$ cat src/rtl/div_share_arbiter_if.sv
// Request, divider and response bundle for div_share_arbiter.
//   req0_*/req1_* : two valid/ready requesters carrying dividend x and divisor y
//   div_*         : launch pulse, captured operands and result/done from the divider
//   rsp_*         : shared valid/ready response (id, quotient, remainder, error)
//   busy          : arbiter is not idle
// slave is the arbiter's view; master is the surrounding environment's view.
interface div_share_arbiter_if #(
  parameter int unsigned WIDTH = 32
);
  logic             req0_valid;
  logic             req0_ready;
  logic [WIDTH-1:0] req0_x;
  logic [WIDTH-1:0] req0_y;
  logic             req1_valid;
  logic             req1_ready;
  logic [WIDTH-1:0] req1_x;
  logic [WIDTH-1:0] req1_y;
  logic             div_start;
  logic [WIDTH-1:0] div_x;
  logic [WIDTH-1:0] div_y;
  logic             div_done;
  logic [WIDTH-1:0] div_quot;
  logic [WIDTH:0]   div_rem;
  logic             rsp_valid;
  logic             rsp_ready;
  logic             rsp_id;
  logic [WIDTH-1:0] rsp_quot;
  logic [WIDTH:0]   rsp_rem;
  logic             rsp_err;
  logic             busy;

  modport slave (
    input  req0_valid, req0_x, req0_y, req1_valid, req1_x, req1_y,
    output req0_ready, req1_ready,
    output div_start, div_x, div_y,
    input  div_done, div_quot, div_rem,
    output rsp_valid, rsp_id, rsp_quot, rsp_rem, rsp_err, busy,
    input  rsp_ready
  );

  modport master (
    output req0_valid, req0_x, req0_y, req1_valid, req1_x, req1_y,
    input  req0_ready, req1_ready,
    input  div_start, div_x, div_y,
    output div_done, div_quot, div_rem,
    input  rsp_valid, rsp_id, rsp_quot, rsp_rem, rsp_err, busy,
    output rsp_ready
  );
endinterface

$ cat src/rtl/div_share_arbiter.sv
// Round-robin sharing of one multi-cycle divider between two requesters.
// Captures operands on the request handshake, launches the divider, waits for
// done under a watchdog, and returns the result on a shared response channel.
// Divide-by-zero is answered locally without starting the divider.
// Ports:
//   clk   : rising-edge clock
//   rst_b : asynchronous active-low reset
//   bus   : div_share_arbiter_if.slave (requests, divider, response, busy)
module div_share_arbiter #(
  parameter int unsigned WIDTH   = 32,
  parameter int unsigned TIMEOUT = 100
) (
  input logic                  clk,
  input logic                  rst_b,
  div_share_arbiter_if.slave   bus
);

  localparam int unsigned WD_W    = 8;
  localparam logic [WD_W-1:0] WD_LAST = WD_W'(TIMEOUT - 1);

  typedef enum logic [1:0] {
    S_IDLE,
    S_LAUNCH,
    S_WAIT,
    S_RESP
  } state_e;

  state_e           state_q, state_d;
  logic             last_id_q, last_id_d;
  logic             cur_id_q, cur_id_d;
  logic [WIDTH-1:0] div_x_q, div_x_d;
  logic [WIDTH-1:0] div_y_q, div_y_d;
  logic [WIDTH-1:0] rsp_quot_q, rsp_quot_d;
  logic [WIDTH:0]   rsp_rem_q, rsp_rem_d;
  logic             rsp_err_q, rsp_err_d;
  logic [WD_W-1:0]  wdog_q, wdog_d;
  logic             div_start_q;
  logic             rsp_valid_q;
  logic             busy_q;

  logic             sel;
  logic             idle;
  logic             accept;
  logic [WIDTH-1:0] acc_x;
  logic [WIDTH-1:0] acc_y;

  // Arbitration: a lone requester wins; on a tie the one not served last wins.
  always_comb begin
    sel = ~last_id_q;
    if (bus.req0_valid && !bus.req1_valid) begin
      sel = 1'b0;
    end else if (!bus.req0_valid && bus.req1_valid) begin
      sel = 1'b1;
    end
  end

  assign idle           = (state_q == S_IDLE);
  assign bus.req0_ready = idle && bus.req0_valid && !sel;
  assign bus.req1_ready = idle && bus.req1_valid && sel;
  assign accept         = bus.req0_ready || bus.req1_ready;
  assign acc_x          = sel ? bus.req1_x : bus.req0_x;
  assign acc_y          = sel ? bus.req1_y : bus.req0_y;

  // Next-state and next-output logic.
  always_comb begin
    state_d    = state_q;
    last_id_d  = last_id_q;
    cur_id_d   = cur_id_q;
    div_x_d    = div_x_q;
    div_y_d    = div_y_q;
    rsp_quot_d = rsp_quot_q;
    rsp_rem_d  = rsp_rem_q;
    rsp_err_d  = rsp_err_q;
    wdog_d     = wdog_q;

    unique case (state_q)
      S_IDLE: begin
        if (accept) begin
          div_x_d   = acc_x;
          div_y_d   = acc_y;
          cur_id_d  = sel;
          last_id_d = sel;
          if (acc_y == '0) begin
            rsp_err_d  = 1'b1;
            rsp_quot_d = '1;
            rsp_rem_d  = {1'b0, acc_x};
            state_d    = S_RESP;
          end else begin
            state_d = S_LAUNCH;
          end
        end
      end
      S_LAUNCH: begin
        wdog_d  = '0;
        state_d = S_WAIT;
      end
      S_WAIT: begin
        // A done in the timeout cycle still delivers the real result.
        if (bus.div_done) begin
          rsp_quot_d = bus.div_quot;
          rsp_rem_d  = bus.div_rem;
          rsp_err_d  = 1'b0;
          state_d    = S_RESP;
        end else if (wdog_q == WD_LAST) begin
          rsp_quot_d = '0;
          rsp_rem_d  = '0;
          rsp_err_d  = 1'b1;
          state_d    = S_RESP;
        end else begin
          wdog_d = wdog_q + WD_W'(1);
        end
      end
      S_RESP: begin
        if (bus.rsp_ready) begin
          state_d = S_IDLE;
        end
      end
      default: state_d = S_IDLE;
    endcase
  end

  // State and registered outputs; strobes are decoded from the next state.
  always_ff @(posedge clk or negedge rst_b) begin
    if (!rst_b) begin
      state_q     <= S_IDLE;
      last_id_q   <= 1'b1;
      cur_id_q    <= 1'b0;
      div_x_q     <= '0;
      div_y_q     <= '0;
      rsp_quot_q  <= '0;
      rsp_rem_q   <= '0;
      rsp_err_q   <= 1'b0;
      wdog_q      <= '0;
      div_start_q <= 1'b0;
      rsp_valid_q <= 1'b0;
      busy_q      <= 1'b0;
    end else begin
      state_q     <= state_d;
      last_id_q   <= last_id_d;
      cur_id_q    <= cur_id_d;
      div_x_q     <= div_x_d;
      div_y_q     <= div_y_d;
      rsp_quot_q  <= rsp_quot_d;
      rsp_rem_q   <= rsp_rem_d;
      rsp_err_q   <= rsp_err_d;
      wdog_q      <= wdog_d;
      div_start_q <= (state_d == S_LAUNCH);
      rsp_valid_q <= (state_d == S_RESP);
      busy_q      <= (state_d != S_IDLE);
    end
  end

  assign bus.div_start = div_start_q;
  assign bus.div_x     = div_x_q;
  assign bus.div_y     = div_y_q;
  assign bus.rsp_valid = rsp_valid_q;
  assign bus.rsp_id    = cur_id_q;
  assign bus.rsp_quot  = rsp_quot_q;
  assign bus.rsp_rem   = rsp_rem_q;
  assign bus.rsp_err   = rsp_err_q;
  assign bus.busy      = busy_q;

endmodule
$ cat src/flat_wrapper.sv
// flat-port wrapper written by rule: the top's interface ports become plain ports
module div_share_arbiter_flat 
#(
  parameter int unsigned WIDTH   = 32,
  parameter int unsigned TIMEOUT = 100
)
  (clk, rst_b, bus_req0_valid, bus_req0_x, bus_req0_y, bus_req1_valid, bus_req1_x, bus_req1_y, bus_req0_ready, bus_req1_ready, bus_div_start, bus_div_x, bus_div_y, bus_div_done, bus_div_quot, bus_div_rem, bus_rsp_valid, bus_rsp_id, bus_rsp_quot, bus_rsp_rem, bus_rsp_err, bus_busy, bus_rsp_ready);
  div_share_arbiter_if #(.WIDTH(WIDTH)) bus_i ();
  input logic clk;
  input logic rst_b;
  input wire logic [$bits(bus_i.req0_valid)-1:0] bus_req0_valid;
  input wire logic [$bits(bus_i.req0_x)-1:0] bus_req0_x;
  input wire logic [$bits(bus_i.req0_y)-1:0] bus_req0_y;
  input wire logic [$bits(bus_i.req1_valid)-1:0] bus_req1_valid;
  input wire logic [$bits(bus_i.req1_x)-1:0] bus_req1_x;
  input wire logic [$bits(bus_i.req1_y)-1:0] bus_req1_y;
  output wire logic [$bits(bus_i.req0_ready)-1:0] bus_req0_ready;
  output wire logic [$bits(bus_i.req1_ready)-1:0] bus_req1_ready;
  output wire logic [$bits(bus_i.div_start)-1:0] bus_div_start;
  output wire logic [$bits(bus_i.div_x)-1:0] bus_div_x;
  output wire logic [$bits(bus_i.div_y)-1:0] bus_div_y;
  input wire logic [$bits(bus_i.div_done)-1:0] bus_div_done;
  input wire logic [$bits(bus_i.div_quot)-1:0] bus_div_quot;
  input wire logic [$bits(bus_i.div_rem)-1:0] bus_div_rem;
  output wire logic [$bits(bus_i.rsp_valid)-1:0] bus_rsp_valid;
  output wire logic [$bits(bus_i.rsp_id)-1:0] bus_rsp_id;
  output wire logic [$bits(bus_i.rsp_quot)-1:0] bus_rsp_quot;
  output wire logic [$bits(bus_i.rsp_rem)-1:0] bus_rsp_rem;
  output wire logic [$bits(bus_i.rsp_err)-1:0] bus_rsp_err;
  output wire logic [$bits(bus_i.busy)-1:0] bus_busy;
  input wire logic [$bits(bus_i.rsp_ready)-1:0] bus_rsp_ready;
  assign bus_i.req0_valid = bus_req0_valid;
  assign bus_i.req0_x = bus_req0_x;
  assign bus_i.req0_y = bus_req0_y;
  assign bus_i.req1_valid = bus_req1_valid;
  assign bus_i.req1_x = bus_req1_x;
  assign bus_i.req1_y = bus_req1_y;
  assign bus_req0_ready = bus_i.req0_ready;
  assign bus_req1_ready = bus_i.req1_ready;
  assign bus_div_start = bus_i.div_start;
  assign bus_div_x = bus_i.div_x;
  assign bus_div_y = bus_i.div_y;
  assign bus_i.div_done = bus_div_done;
  assign bus_i.div_quot = bus_div_quot;
  assign bus_i.div_rem = bus_div_rem;
  assign bus_rsp_valid = bus_i.rsp_valid;
  assign bus_rsp_id = bus_i.rsp_id;
  assign bus_rsp_quot = bus_i.rsp_quot;
  assign bus_rsp_rem = bus_i.rsp_rem;
  assign bus_rsp_err = bus_i.rsp_err;
  assign bus_busy = bus_i.busy;
  assign bus_i.rsp_ready = bus_rsp_ready;
  div_share_arbiter #(.WIDTH(WIDTH), .TIMEOUT(TIMEOUT)) u_core (.clk(clk), .rst_b(rst_b), .bus(bus_i));
endmodule
$ cat config.mk
export PLATFORM = sky130hd
export DESIGN_NAME = div_share_arbiter_flat
export DESIGN_NICKNAME = d
export VERILOG_FILES = /design/src/rtl/div_share_arbiter_if.sv /design/src/rtl/div_share_arbiter.sv /design/src/flat_wrapper.sv
export SDC_FILE = /design/constraint.sdc
export NUM_CORES = 1
export LEC_CHECK = 0
export CAP_MARGIN = 5
export CORE_MARGIN = 1.5
export CORE_UTILIZATION = 30
export DETAILED_ROUTE_END_ITERATION = 8
export GPL_ROUTABILITY_DRIVEN = 1
export PLACE_DENSITY_LB_ADDON = 0.15
export SYNTH_ARGS = -nofsm -noshare
export SYNTH_HDL_FRONTEND = slang
export SYNTH_SLANG_ARGS = --single-unit
$ cat constraint.sdc
create_clock -name clk -period 3.9 [get_ports clk]
set_clock_uncertainty 0.2 [all_clocks]
set_input_delay 0.585 -clock clk [delete_from_list [all_inputs] [get_ports clk]]
set_output_delay 0.585 -clock clk [all_outputs]
set_load 0.02 [all_outputs]
==> results.py, run 1 <==
metrics = {
    "drt": {
        "viasPerCell": 4.87,
        "via_count": 6870,
        "ant_nets": 0,
        "wirelength_mm": 25.9,
        "drtPass1Iterations": 4,
        "routedWlPerCell_um": 18.4,
        "drtIter0Drc": 375,
        "drc": 0,
    },
    "die": {
        "rows": 57,
        "fp.dieArea_sq_mm": 0.0260,
        "die_x_um": 161,
        "start_util_pct": 30.7,
        "coreArea_sq_mm": 0.0245,
        "ios": 335,
        "die_height_um": 161,
    },
    "hold_path": {
        "hold_class": "flip-flop to flip-flop",
    },
    "timing": {
        "finalHoldViolCount": 0,
        "rsz0062_at_grt": "no",
        "tns_ns": 0,
        "fin_crit_sh_pct": 85.3,
        "tightest_slew_ns": 0.827,
        "finalSetupViolations": 0,
        "worst_hold_slack_ns": 0.274,
        "report.final.slew_viol_count": 0,
        "slew_headroom_pct": 44.9,
        "fmax_mhz": 301,
        "layout_min_cycle_time_ns": 3.33,
    },
    "power_and_ir_drop": {
        "power.leakage_nw": 5.19,
        "irDropWorstVdd_v": 0.000324,
        "p_per_area_mw_per_mm2": 786,
    },
    "synth": {
        "synth_ff_type": "dfrtp_1",
        "synth-edff-count": 0,
        "ys_top_cells_by_area": "dfrtp_1 48%, o21ai_0 8.5%, mux2i_1 7.7%",
        "yosysTopAreaCellShare_pct": 47.9,
        "synth_area_leader_cell": "dfrtp_1",
        "synth_cell_type_count": 57,
        "syn_inst": 761,
        "ys_ff_latch": 145,
        "synthMostInstantiatedCell": "dfrtp_1",
        "synthArstFlopShare_pct": 100,
        "synth_common_cells": "144 x dfrtp_1, 128 x o21ai_0, 80 x nand2_1",
        "netlist_area_sq_mm": 0.00752,
        "synth_nets": 961,
        "synth_seq_area_share_pct": 48.3,
        "yosysWarnings": 0,
        "avgSynthCellArea_sq_um": 9.88,
    },
    "final_layout": {
        "drive_gt1_share_pct": 8.38,
        "n_antenna_cell": 0,
        "fillers": 2351,
        "synthToLayoutAreaGrowth_pct": 57.2,
        "num-nets-final": 1273,
    },
    "job": {
        "drv_cap": 0,
    },
    "placement": {
        "io_buffers": 334,
        "dp_hpwl_mm": 18.3,
        "gp_congestion": 0.862,
    },
    "clock_network": {
        "cts_tree": "yes",
        "post-cts-setup-buffers": 0,
        "clockBufferDepth": 2,
        "post_cts_resized": 0,
        "h-tree-depth": 4,
        "clk_latency_ns": 0.42,
        "numCtsBuffers": 17,
        "cts.clk_slew.worst_paths_ns": 0.07,
        "clockRootBuffer": "clkbuf_16",
        "numClockSinks": 145,
    },
    "global_routing": {
        "grt_max_degree": 125,
        "track_usage_pct": 20.0,
        "grt-ovfl-total": 0,
        "antenna_found_initial": 0,
        "grt_pass1_vias": 6859,
        "grt_pass1_wl_mm": 40.3,
    },
    "setup_path": {
        "worstSetupStartpointType": "input pin",
        "crit_arrival_ns": 3.42,
        "crit_path_end_kind": "flip-flop",
        "crit_fanout": 34,
        "worst_ep_required_time_ns": 3.99,
        "path_class": "input pin to flip-flop",
    },
    "run_status": {
        "run_status": "finished clean",
    },
}
final cells by class:
| class | instances | area, sq um | share of cell area, % |
|---|---|---|---|
| tap | 324 | 405 | 3.43 |
| inverter | 4 | 15.0 | 0.127 |
| timing repair buffer | 352 | 3550 | 30.0 |
| sequential | 145 | 3630 | 30.7 |
| clock buffer | 20 | 437 | 3.69 |
| multi-input combinational | 553 | 3650 | 30.9 |
| clock inverter | 12 | 135 | 1.14 |
sequential cells by signal, summed over array words and instances (netlist names):
signal                cells
u_core.state_q            2
u_core.bus.busy           1
u_core.bus.rsp_err        1
u_core.bus.rsp_quot      32
u_core.bus.div_y         32
u_core.bus.div_x         32
u_core.last_id_q          1
u_core.bus.rsp_valid      1
u_core.bus.div_start      1
u_core.bus.rsp_id         1
u_core.bus.rsp_rem       33
u_core.wdog_q             8
stage by stage:
step	cell area, sq um	setup slack [ns]	utilization [%]	instances	power [W]
after global routing	11800	0.477	48.3	1410	0.00990
after detailed placement	11200	0.148	46.0	1377	0.00775
final	11800	0.573	48.3	1410	0.00930
after floorplan	7520	0.826	-	761	0.00544
after CTS	11800	0.583	48.3	1410	0.00942
after global placement	11200	0.229	46.0	1377	0.00769
final timing paths:
path | from | slack [ns] | depth (start not counted) | endpoint
max | bus_req0_valid | 0.57 | 8 | u_core.bus.rsp_rem[1]$_DFFE_PN0P_
min | u_core.bus.div_y[24]$_DFFE_PN0P_ | 0.27 | 2 | u_core.bus.div_y[24]$_DFFE_PN0P_
max reg2reg | u_core.last_id_q$_DFFE_PN1P_ | 0.84 | 7 | u_core.bus.rsp_rem[1]$_DFFE_PN0P_
min reg2reg | u_core.bus.div_y[24]$_DFFE_PN0P_ | 0.27 | 2 | u_core.bus.div_y[24]$_DFFE_PN0P_
max in group asynchronous | rst_b | 2.02 | 3 | u_core.last_id_q$_DFFE_PN1P_
min in group asynchronous | rst_b | 0.56 | 2 | u_core.bus.div_x[21]$_DFFE_PN0P_
worst max-delay path: stages:
cell and delay (ns):
clkdlybuf4s50_1 0.69, and2b_4 0.28, a21oi_4 0.18, mux2_2 0.38, a2111o_1 0.42, o31a_2 0.33
buf_12 0.20, mux2_1 0.34
routing by layer:
layer	global-route usage (%)	part of all wire [%]
met5	0	0
met4	6.86	2.6
met1	26.5	45
met3	5.21	6.8
met2	31.5	46
cell families after synthesis:
logic type / synth area share, %
muxes: 14.2
xor gates and xnor gates: 0.466
buffers and inverters: 3.71
AOI/OAI and AO/OA: 18.8
adders and majority gates: 0.166
and+or+nand+nor: 14.3
DFF: 48.3
timing repair:
item | CTS | global route
endpoints found under the hold margin | 1 | 0
endpoints found under the setup margin | 0 | 0
hold buffers | 1 | 0
placed cells by master, fill, tap and decap left out, types with 2 or more instances in the layout:
cell type,n
a211o_1,6
a211oi_1,3
a21oi_1,35
a22oi_1,2
and3_1,3
buf_12,6
buf_4,11
bufinv_16,2
clkbuf_1,3
clkbuf_16,17
clkdlybuf4s50_1,332
clkinv_2,2
clkinv_4,2
clkinvlp_4,4
dfrtp_1,144
inv_1,3
inv_6,2
mux2_1,4
mux2_2,2
mux2_4,28
mux2i_1,58
nand2_1,80
nand2b_1,33
nand3_1,35
nand4_1,3
nor2_1,46
nor2b_1,3
nor3_1,4
nor4_1,9
o211a_1,32
o211ai_1,2
o21a_1,3
o21ai_0,128
or3_1,2
xnor2_1,4
where the power goes:
group / internal, W / switching (W) / leakage [nW]
Sequential: 0.00223 / 0.000466 / 1.79
Combinational: 0.00242 / 0.00256 / 3.14
Clock: 0.000946 / 0.000682 / 0.267
Total: 0.00559 / 0.00370 / 5.19
Power figures use the tool's default switching activity.
==> inputs of run 2 (changes only) <==
--- a/config.mk
+++ b/config.mk
@@ -5,9 +5,11 @@
 export SDC_FILE = /design/constraint.sdc
 export NUM_CORES = 1
 export LEC_CHECK = 0
+export ABC_AREA = 1
 export CAP_MARGIN = 5
 export CORE_MARGIN = 1.5
 export CORE_UTILIZATION = 30
+export CTS_BUF_LIST = sky130_fd_sc_hd__clkbuf_8
 export DETAILED_ROUTE_END_ITERATION = 8
 export GPL_ROUTABILITY_DRIVEN = 1
 export PLACE_DENSITY_LB_ADDON = 0.15
==> run 2 against run 1 <==
Critical path depth is 2 lower; clock power is 30% lower; hold slack worse by 0.0024 ns; combinational power is essentially flat; final cell count increased by 10%; critical endpoint is now bus_req0_ready; largest power group unchanged.
==> results.py, run 2 <==
metrics = {
    "global_routing": {
        "antenna_found_initial": 1,
        "grt-ovfl-total": 0,
        "grtUsageMet3_pct": 5.81,
        "grt.met2_usage_pct": 32.6,
        "busiest_layer": "met2",
        "track_usage_pct": 19.8,
        "grt_pass1_wl_mm": 37.9,
        "grt_max_degree": 90,
        "met1_usage_pct": 25.1,
        "grt_pass1_vias": 6949,
    },
    "setup_path": {
        "worstSetupStartpointType": "input pin",
        "cp_slowest_cell": "clkdlybuf4s50_1",
        "crit_path_max_incr_delay_ns": 0.63,
        "worst_ep_required_time_ns": 3.12,
        "crit_fanout": 19,
        "cp_cell_sequence": "clkdlybuf4s50_1 -> inv_2 -> nand2_4 -> nand2_4 -> nor3_1 -> clkdlybuf4s50_1",
        "path_class": "input pin to primary output",
        "reg2reg_depth": 15,
        "crit_path_end_kind": "primary output",
        "crit_arrival_ns": 2.32,
    },
    "final_layout": {
        "final_cell_mix": "378 x nand2_1, 333 x clkdlybuf4s50_1, 144 x dfrtp_1",
        "final_area_sq_mm": 0.0112,
        "fillers": 2373,
        "n_antenna_cell": 0,
        "drive_gt1_share_pct": 4.63,
        "synthToLayoutAreaGrowth_pct": 56.0,
        "num-nets-final": 1419,
        "final_cells": 1551,
        "final_common_cell": "nand2_1",
        "largest_register_ffs": 33,
        "fin_util_pct": 47.7,
    },
    "synth": {
        "synthMostInstantiatedCell": "nand2_1",
        "synth-edff-count": 0,
        "ys_top_cells_by_area": "dfrtp_1 50%, nand2_1 20%, o21ai_0 5.7%",
        "avgSynthCellArea_sq_um": 7.87,
        "synth_area_leader_cell": "dfrtp_1",
        "yosysWarnings": 0,
        "synth_common_cells": "380 x nand2_1, 144 x dfrtp_1, 81 x o21ai_0",
        "netlist_area_sq_mm": 0.00715,
        "ys_ff_latch": 145,
        "synth_ff_type": "dfrtp_1",
        "syn_inst": 909,
        "synth_nets": 1109,
        "synthArstFlopShare_pct": 100,
        "synth_seq_area_share_pct": 50.7,
        "yosysTopAreaCellShare_pct": 50.4,
        "synth_cell_type_count": 27,
    },
    "hold_path": {
        "hold_class": "flip-flop to flip-flop",
        "hold_path_depth": 2,
    },
    "placement": {
        "dp_hpwl_mm": 17.2,
        "dp_slack_ns": 0.328,
        "dpl.cell_count": 1518,
        "dpl-instance-area_sq_mm": 0.0108,
        "io_buffers": 334,
        "gp_congestion": 0.828,
    },
    "drt": {
        "via_count": 7076,
        "viasPerCell": 4.56,
        "drtPass1Iterations": 5,
        "ant_nets": 0,
        "wirelength_mm": 24.0,
        "routedWlPerCell_um": 15.5,
        "drc": 0,
        "drtIter0Drc": 312,
    },
    "die": {
        "die_x_um": 157,
        "start_util_pct": 30.6,
        "rows": 56,
        "die_height_um": 157,
        "ios": 335,
        "fp.dieArea_sq_mm": 0.0248,
        "coreArea_sq_mm": 0.0234,
    },
    "timing": {
        "fmax_mhz": 322,
        "fin_ws_ns": 0.793,
        "fin_crit_sh_pct": 79.7,
        "report.final.slew_viol_count": 0,
        "layout_min_cycle_time_ns": 3.11,
        "tightest_slew_ns": 0.745,
        "tns_ns": 0,
        "finalSetupViolations": 0,
        "finalHoldViolCount": 0,
        "rsz0062_at_grt": "no",
        "slew_headroom_pct": 50.3,
    },
    "clock_network": {
        "clockBufferDepth": 2,
        "post_cts_resized": 0,
        "numClockSinks": 145,
        "numCtsBuffers": 17,
        "cts.clk_slew.worst_paths_ns": 0.08,
        "ctsHoldBuffers": 1,
        "post-cts-setup-buffers": 0,
        "clk_latency_ns": 0.43,
        "clockRootBuffer": "clkbuf_8",
        "cts_tree": "yes",
        "h-tree-depth": 4,
    },
    "job": {
        "drv_cap": 0,
    },
    "power_and_ir_drop": {
        "power.leakage_nw": 5.14,
        "irDropWorstVdd_v": 0.000333,
        "p_per_area_mw_per_mm2": 781,
    },
    "run_status": {
        "run_status": "finished clean",
    },
}
==> run 2: metrics by stage <==
stage,hold slack (ns),power (W)
6_report,0.272,0.00872
3_3_place_gp,0.253,0.00764
5_1_grt,0.300,0.00942
2_1_floorplan,0.0894,0.00538
3_5_place_dp,0.257,0.00767
4_1_cts,0.277,0.00885
==> run 2: report_power, final <==
part	internal [W]	switching (W)	total [W]
Sequential	0.00223	0.000396	0.00263
Clock	0.000510	0.000631	0.00114
Combinational	0.00207	0.00288	0.00495
Total	0.00481	0.00391	0.00872
==> run 2: area by class of cell <==
class	count	area (sq um)	share of cell area, %
Clock inverter	15	135	1.21
Clock buffer	17	234	2.10
Multi-Input combinational cell	671	3120	27.9
Inverter	34	128	1.14
Timing Repair Buffer	350	3520	31.5
Tap cell	319	399	3.58
Sequential cell	145	3630	32.5
==> run 2: cells by family (layout without fill, tap and decap cells) <==
logic type               after synthesis  after routing  synth area share, %
AND/OR/NAND/NOR                      527            527                 29.9
flip-flops                           145            145                 50.7
AO/OA/AOI/OAI                        108            108                 8.06
buffers and inverters                 93            416                 6.28
multiplexers                          32             32                 4.48
XOR/XNOR                               3              3                0.367
adder cells (fa/ha/maj)                1              1                0.175
==> run 2: final timing paths <==
check	end	startpoint	slack, ns
setup / recovery	bus_req0_ready	bus_req0_valid	0.79
hold / removal	u_core.bus.rsp_quot[2]$_DFFE_PN0P_	u_core.bus.rsp_quot[2]$_DFFE_PN0P_	0.27
setup reg to reg	u_core.bus.rsp_quot[22]$_DFFE_PN0P_	u_core.last_id_q$_DFFE_PN1P_	0.89
hold reg to reg	u_core.bus.rsp_quot[2]$_DFFE_PN0P_	u_core.bus.rsp_quot[2]$_DFFE_PN0P_	0.27
max in group asynchronous	u_core.last_id_q$_DFFE_PN1P_	rst_b	2.24
min in group asynchronous	u_core.bus.div_x[31]$_DFFE_PN0P_	rst_b	0.46
==> run 2: critical path: cells and delay by family <==
family | cells | cell delay, ns
and+or+nand+nor | 3 | 0.53
buffers and inverters | 3 | 1.20
==> run 2: routing by layer <==
| layer | part of all wire, % | up-vias | routed length, um |
|---|---|---|---|
| met5 | 0.054 | - | 13 |
| met4 | 1.7 | 2 | 408 |
| met3 | 7.3 | 22 | 1760 |
| met2 | 48 | 250 | 11600 |
| met1 | 43 | 3257 | 10300 |
| li1 | - | 3545 | - |
==> inputs of run 3 (changes only) <==
==> constraint.sdc (replaced) <==
create_clock -name clk -period 2.76 [get_ports clk]
set_clock_uncertainty 0.2 [all_clocks]
set_input_delay 0.414 -clock clk [delete_from_list [all_inputs] [get_ports clk]]
set_output_delay 0.414 -clock clk [all_outputs]
set_load 0.02 [all_outputs]
==> run 3 against run 2 <==
Sequential power up 41%; via count grew 3.3%; hold slack improved by 0.0015 ns; sequential share of layout area down 1.5 points; highest routed layer unchanged.
==> results.py, run 3 (same netlist as run 2, synthesis figures left out) <==
metrics = {
    "die": {
        "start_util_pct": 30.6,
        "fp.dieArea_sq_mm": 0.0248,
        "rows": 56,
        "ios": 335,
        "die_x_um": 157,
        "coreArea_sq_mm": 0.0234,
        "die_height_um": 157,
    },
    "power_and_ir_drop": {
        "p_int_w": 0.00732,
        "irDropWorstVdd_v": 0.000440,
        "p_clk_share_pct": 14.2,
        "pwr-share-comb_pct": 57.0,
        "p_per_area_mw_per_mm2": 1100,
        "power.total_w": 0.0129,
        "p_seq_share_pct": 28.7,
        "power.leakage_nw": 5.46,
        "netSwitchingFraction_pct": 43.3,
        "switching_power_w": 0.00558,
    },
    "timing": {
        "layout_min_cycle_time_ns": 2.58,
        "fmax_mhz": 387,
        "finalHoldViolCount": 0,
        "tightest_slew_ns": 0.824,
        "finalSetupViolations": 0,
        "tns_ns": 0,
        "fin_crit_sh_pct": 93.6,
        "slew_headroom_pct": 45.1,
        "report.final.slew_viol_count": 0,
        "worst_hold_slack_ns": 0.273,
    },
    "final_layout": {
        "synthToLayoutAreaGrowth_pct": 63.5,
        "largest_register_ffs": 33,
        "num-nets-final": 1476,
        "n_antenna_cell": 0,
        "final_cells": 1607,
        "final_common_cell": "nand2_1",
        "drive_gt1_share_pct": 9.16,
        "final_cell_mix": "377 x nand2_1, 331 x clkdlybuf4s50_1, 144 x dfrtp_1",
    },
    "clock_network": {
        "post-cts-setup-buffers": 0,
        "clockRootBuffer": "clkbuf_8",
        "numClockSinks": 145,
        "clockBufferDepth": 2,
        "clk_latency_ns": 0.43,
        "cts_tree": "yes",
        "h-tree-depth": 4,
        "cts.clk_slew.worst_paths_ns": 0.08,
        "numCtsBuffers": 17,
    },
    "global_routing": {
        "grt_pass1_vias": 6975,
        "antenna_found_initial": 1,
        "grt_pass1_wl_mm": 38.0,
        "track_usage_pct": 19.9,
        "grt-ovfl-total": 0,
        "grt_max_degree": 146,
    },
    "setup_path": {
        "crit_fanout": 16,
        "worstSetupStartpointType": "flip-flop",
        "path_class": "flip-flop to primary output",
        "crit_path_max_incr_delay_ns": 0.56,
        "crit_path_end_kind": "primary output",
        "worst_ep_required_time_ns": 2.15,
        "cp_cell_sequence": "nand2_1 -> nand2_2 -> nand2_4 -> buf_12 -> nor3_1 -> dlygate4sd2_1",
        "cp_slowest_cell": "dfstp_2",
        "crit_arrival_ns": 1.97,
    },
    "job": {
        "drv_cap": 0,
    },
    "placement": {
        "io_buffers": 334,
        "dpl.cell_count": 1574,
        "gp_congestion": 0.831,
        "dp_hpwl_mm": 18.0,
    },
    "hold_path": {
        "hold_class": "flip-flop to flip-flop",
    },
    "drt": {
        "met2_length_mm": 12.1,
        "wl_met3_mm": 1.89,
        "dr.max_layer_used": "met5",
        "drc": 0,
        "viasPerCell": 4.55,
        "drtIter0Drc": 287,
        "met1_length_mm": 10.2,
        "routedWlPerCell_um": 15.3,
        "wirelength_mm": 24.6,
        "drtPass1Iterations": 5,
        "via_count": 7310,
        "ant_nets": 0,
    },
    "run_status": {
        "run_status": "finished clean",
    },
}
[run 3: changes by cell type in the layout (fill, tap and decap cells not counted), sizes merged]
cell and change:
buf +56, bufinv +3, clkdlybuf4s50 -2, clkinv +3
clkinvlp -2, dlygate4sd2 +2, inv -4
[run 3: worst max-delay path: cells and delay by family, from the launching register on]
family	cells	cell delay, ns
buffers and inverters	2	0.55
flip-flops	1	0.56
AND/OR/NAND/NOR	4	0.43
[run 3: power by group through the flow]
stage / Clock [W] / Combinational (W) / Sequential, W
floorplan: 0 / 0.00275 / 0.00485
global placement: 0 / 0.00737 / 0.00372
detailed placement: 0 / 0.00743 / 0.00374
CTS: 0.00190 / 0.00745 / 0.00372
global route: 0.00197 / 0.00806 / 0.00383
finish: 0.00184 / 0.00736 / 0.00371
[run 3: layer usage]
layer  GRT usage, %  vias up
met2           33.3      263
met1           24.7     3361
li1               -     3660
met5              0        -
met3           5.95       24
met4           6.15        2
[run 3: cell type report]
cell class | instances | area, sq um
multi-input cells | 671 | 3130
inverters | 34 | 131
well taps | 319 | 399
repair buffers | 406 | 3980
flip-flops and latches | 145 | 3630
clock inverters | 14 | 189
repair inverters | 1 | 7.51
fillers | 2365 | 11700
clock buffers | 17 | 234
[run 3: worst paths after layout]
| kind | slack (ns) | to | depth (start not counted) | start |
|---|---|---|---|---|
| min reg2reg | 0.27 | u_core.bus.rsp_rem[5]$_DFFE_PN0P_ | 2 | u_core.bus.rsp_rem[5]$_DFFE_PN0P_ |
| max in group asynchronous | 1.29 | u_core.bus.rsp_quot[28]$_DFFE_PN0P_ | 3 | rst_b |
| max | 0.18 | bus_req0_ready | 6 | u_core.last_id_q$_DFFE_PN1P_ |
| min | 0.27 | u_core.bus.rsp_rem[5]$_DFFE_PN0P_ | 2 | u_core.bus.rsp_rem[5]$_DFFE_PN0P_ |
| min in group asynchronous | 0.41 | u_core.bus.div_x[20]$_DFFE_PN0P_ | 3 | rst_b |
| max reg2reg | 0.18 | u_core.bus.rsp_quot[13]$_DFFE_PN0P_ | 15 | u_core.last_id_q$_DFFE_PN1P_ |
[run 3: per-stage QoR]
stage	utilization [%]	setup WS [ns]	cell area, sq um
finish	50.0	0.177	11700
floorplan	-	0.468	7150
CTS	49.9	0.0805	11700
detailed placement	48.0	-0.294	11200
global route	50.0	-0.00276	11700
global placement	48.0	-0.241	11200
[run 3: repair_timing]
item / 4_1_cts / 5_1_grt
hold endpoints to repair: 144 / 0
hold buffers: 1 / 0
pin swaps: 0 / 1
setup endpoints to repair: 2 / 66
resized for setup: 2 / 7
gates cloned: 0 / 1
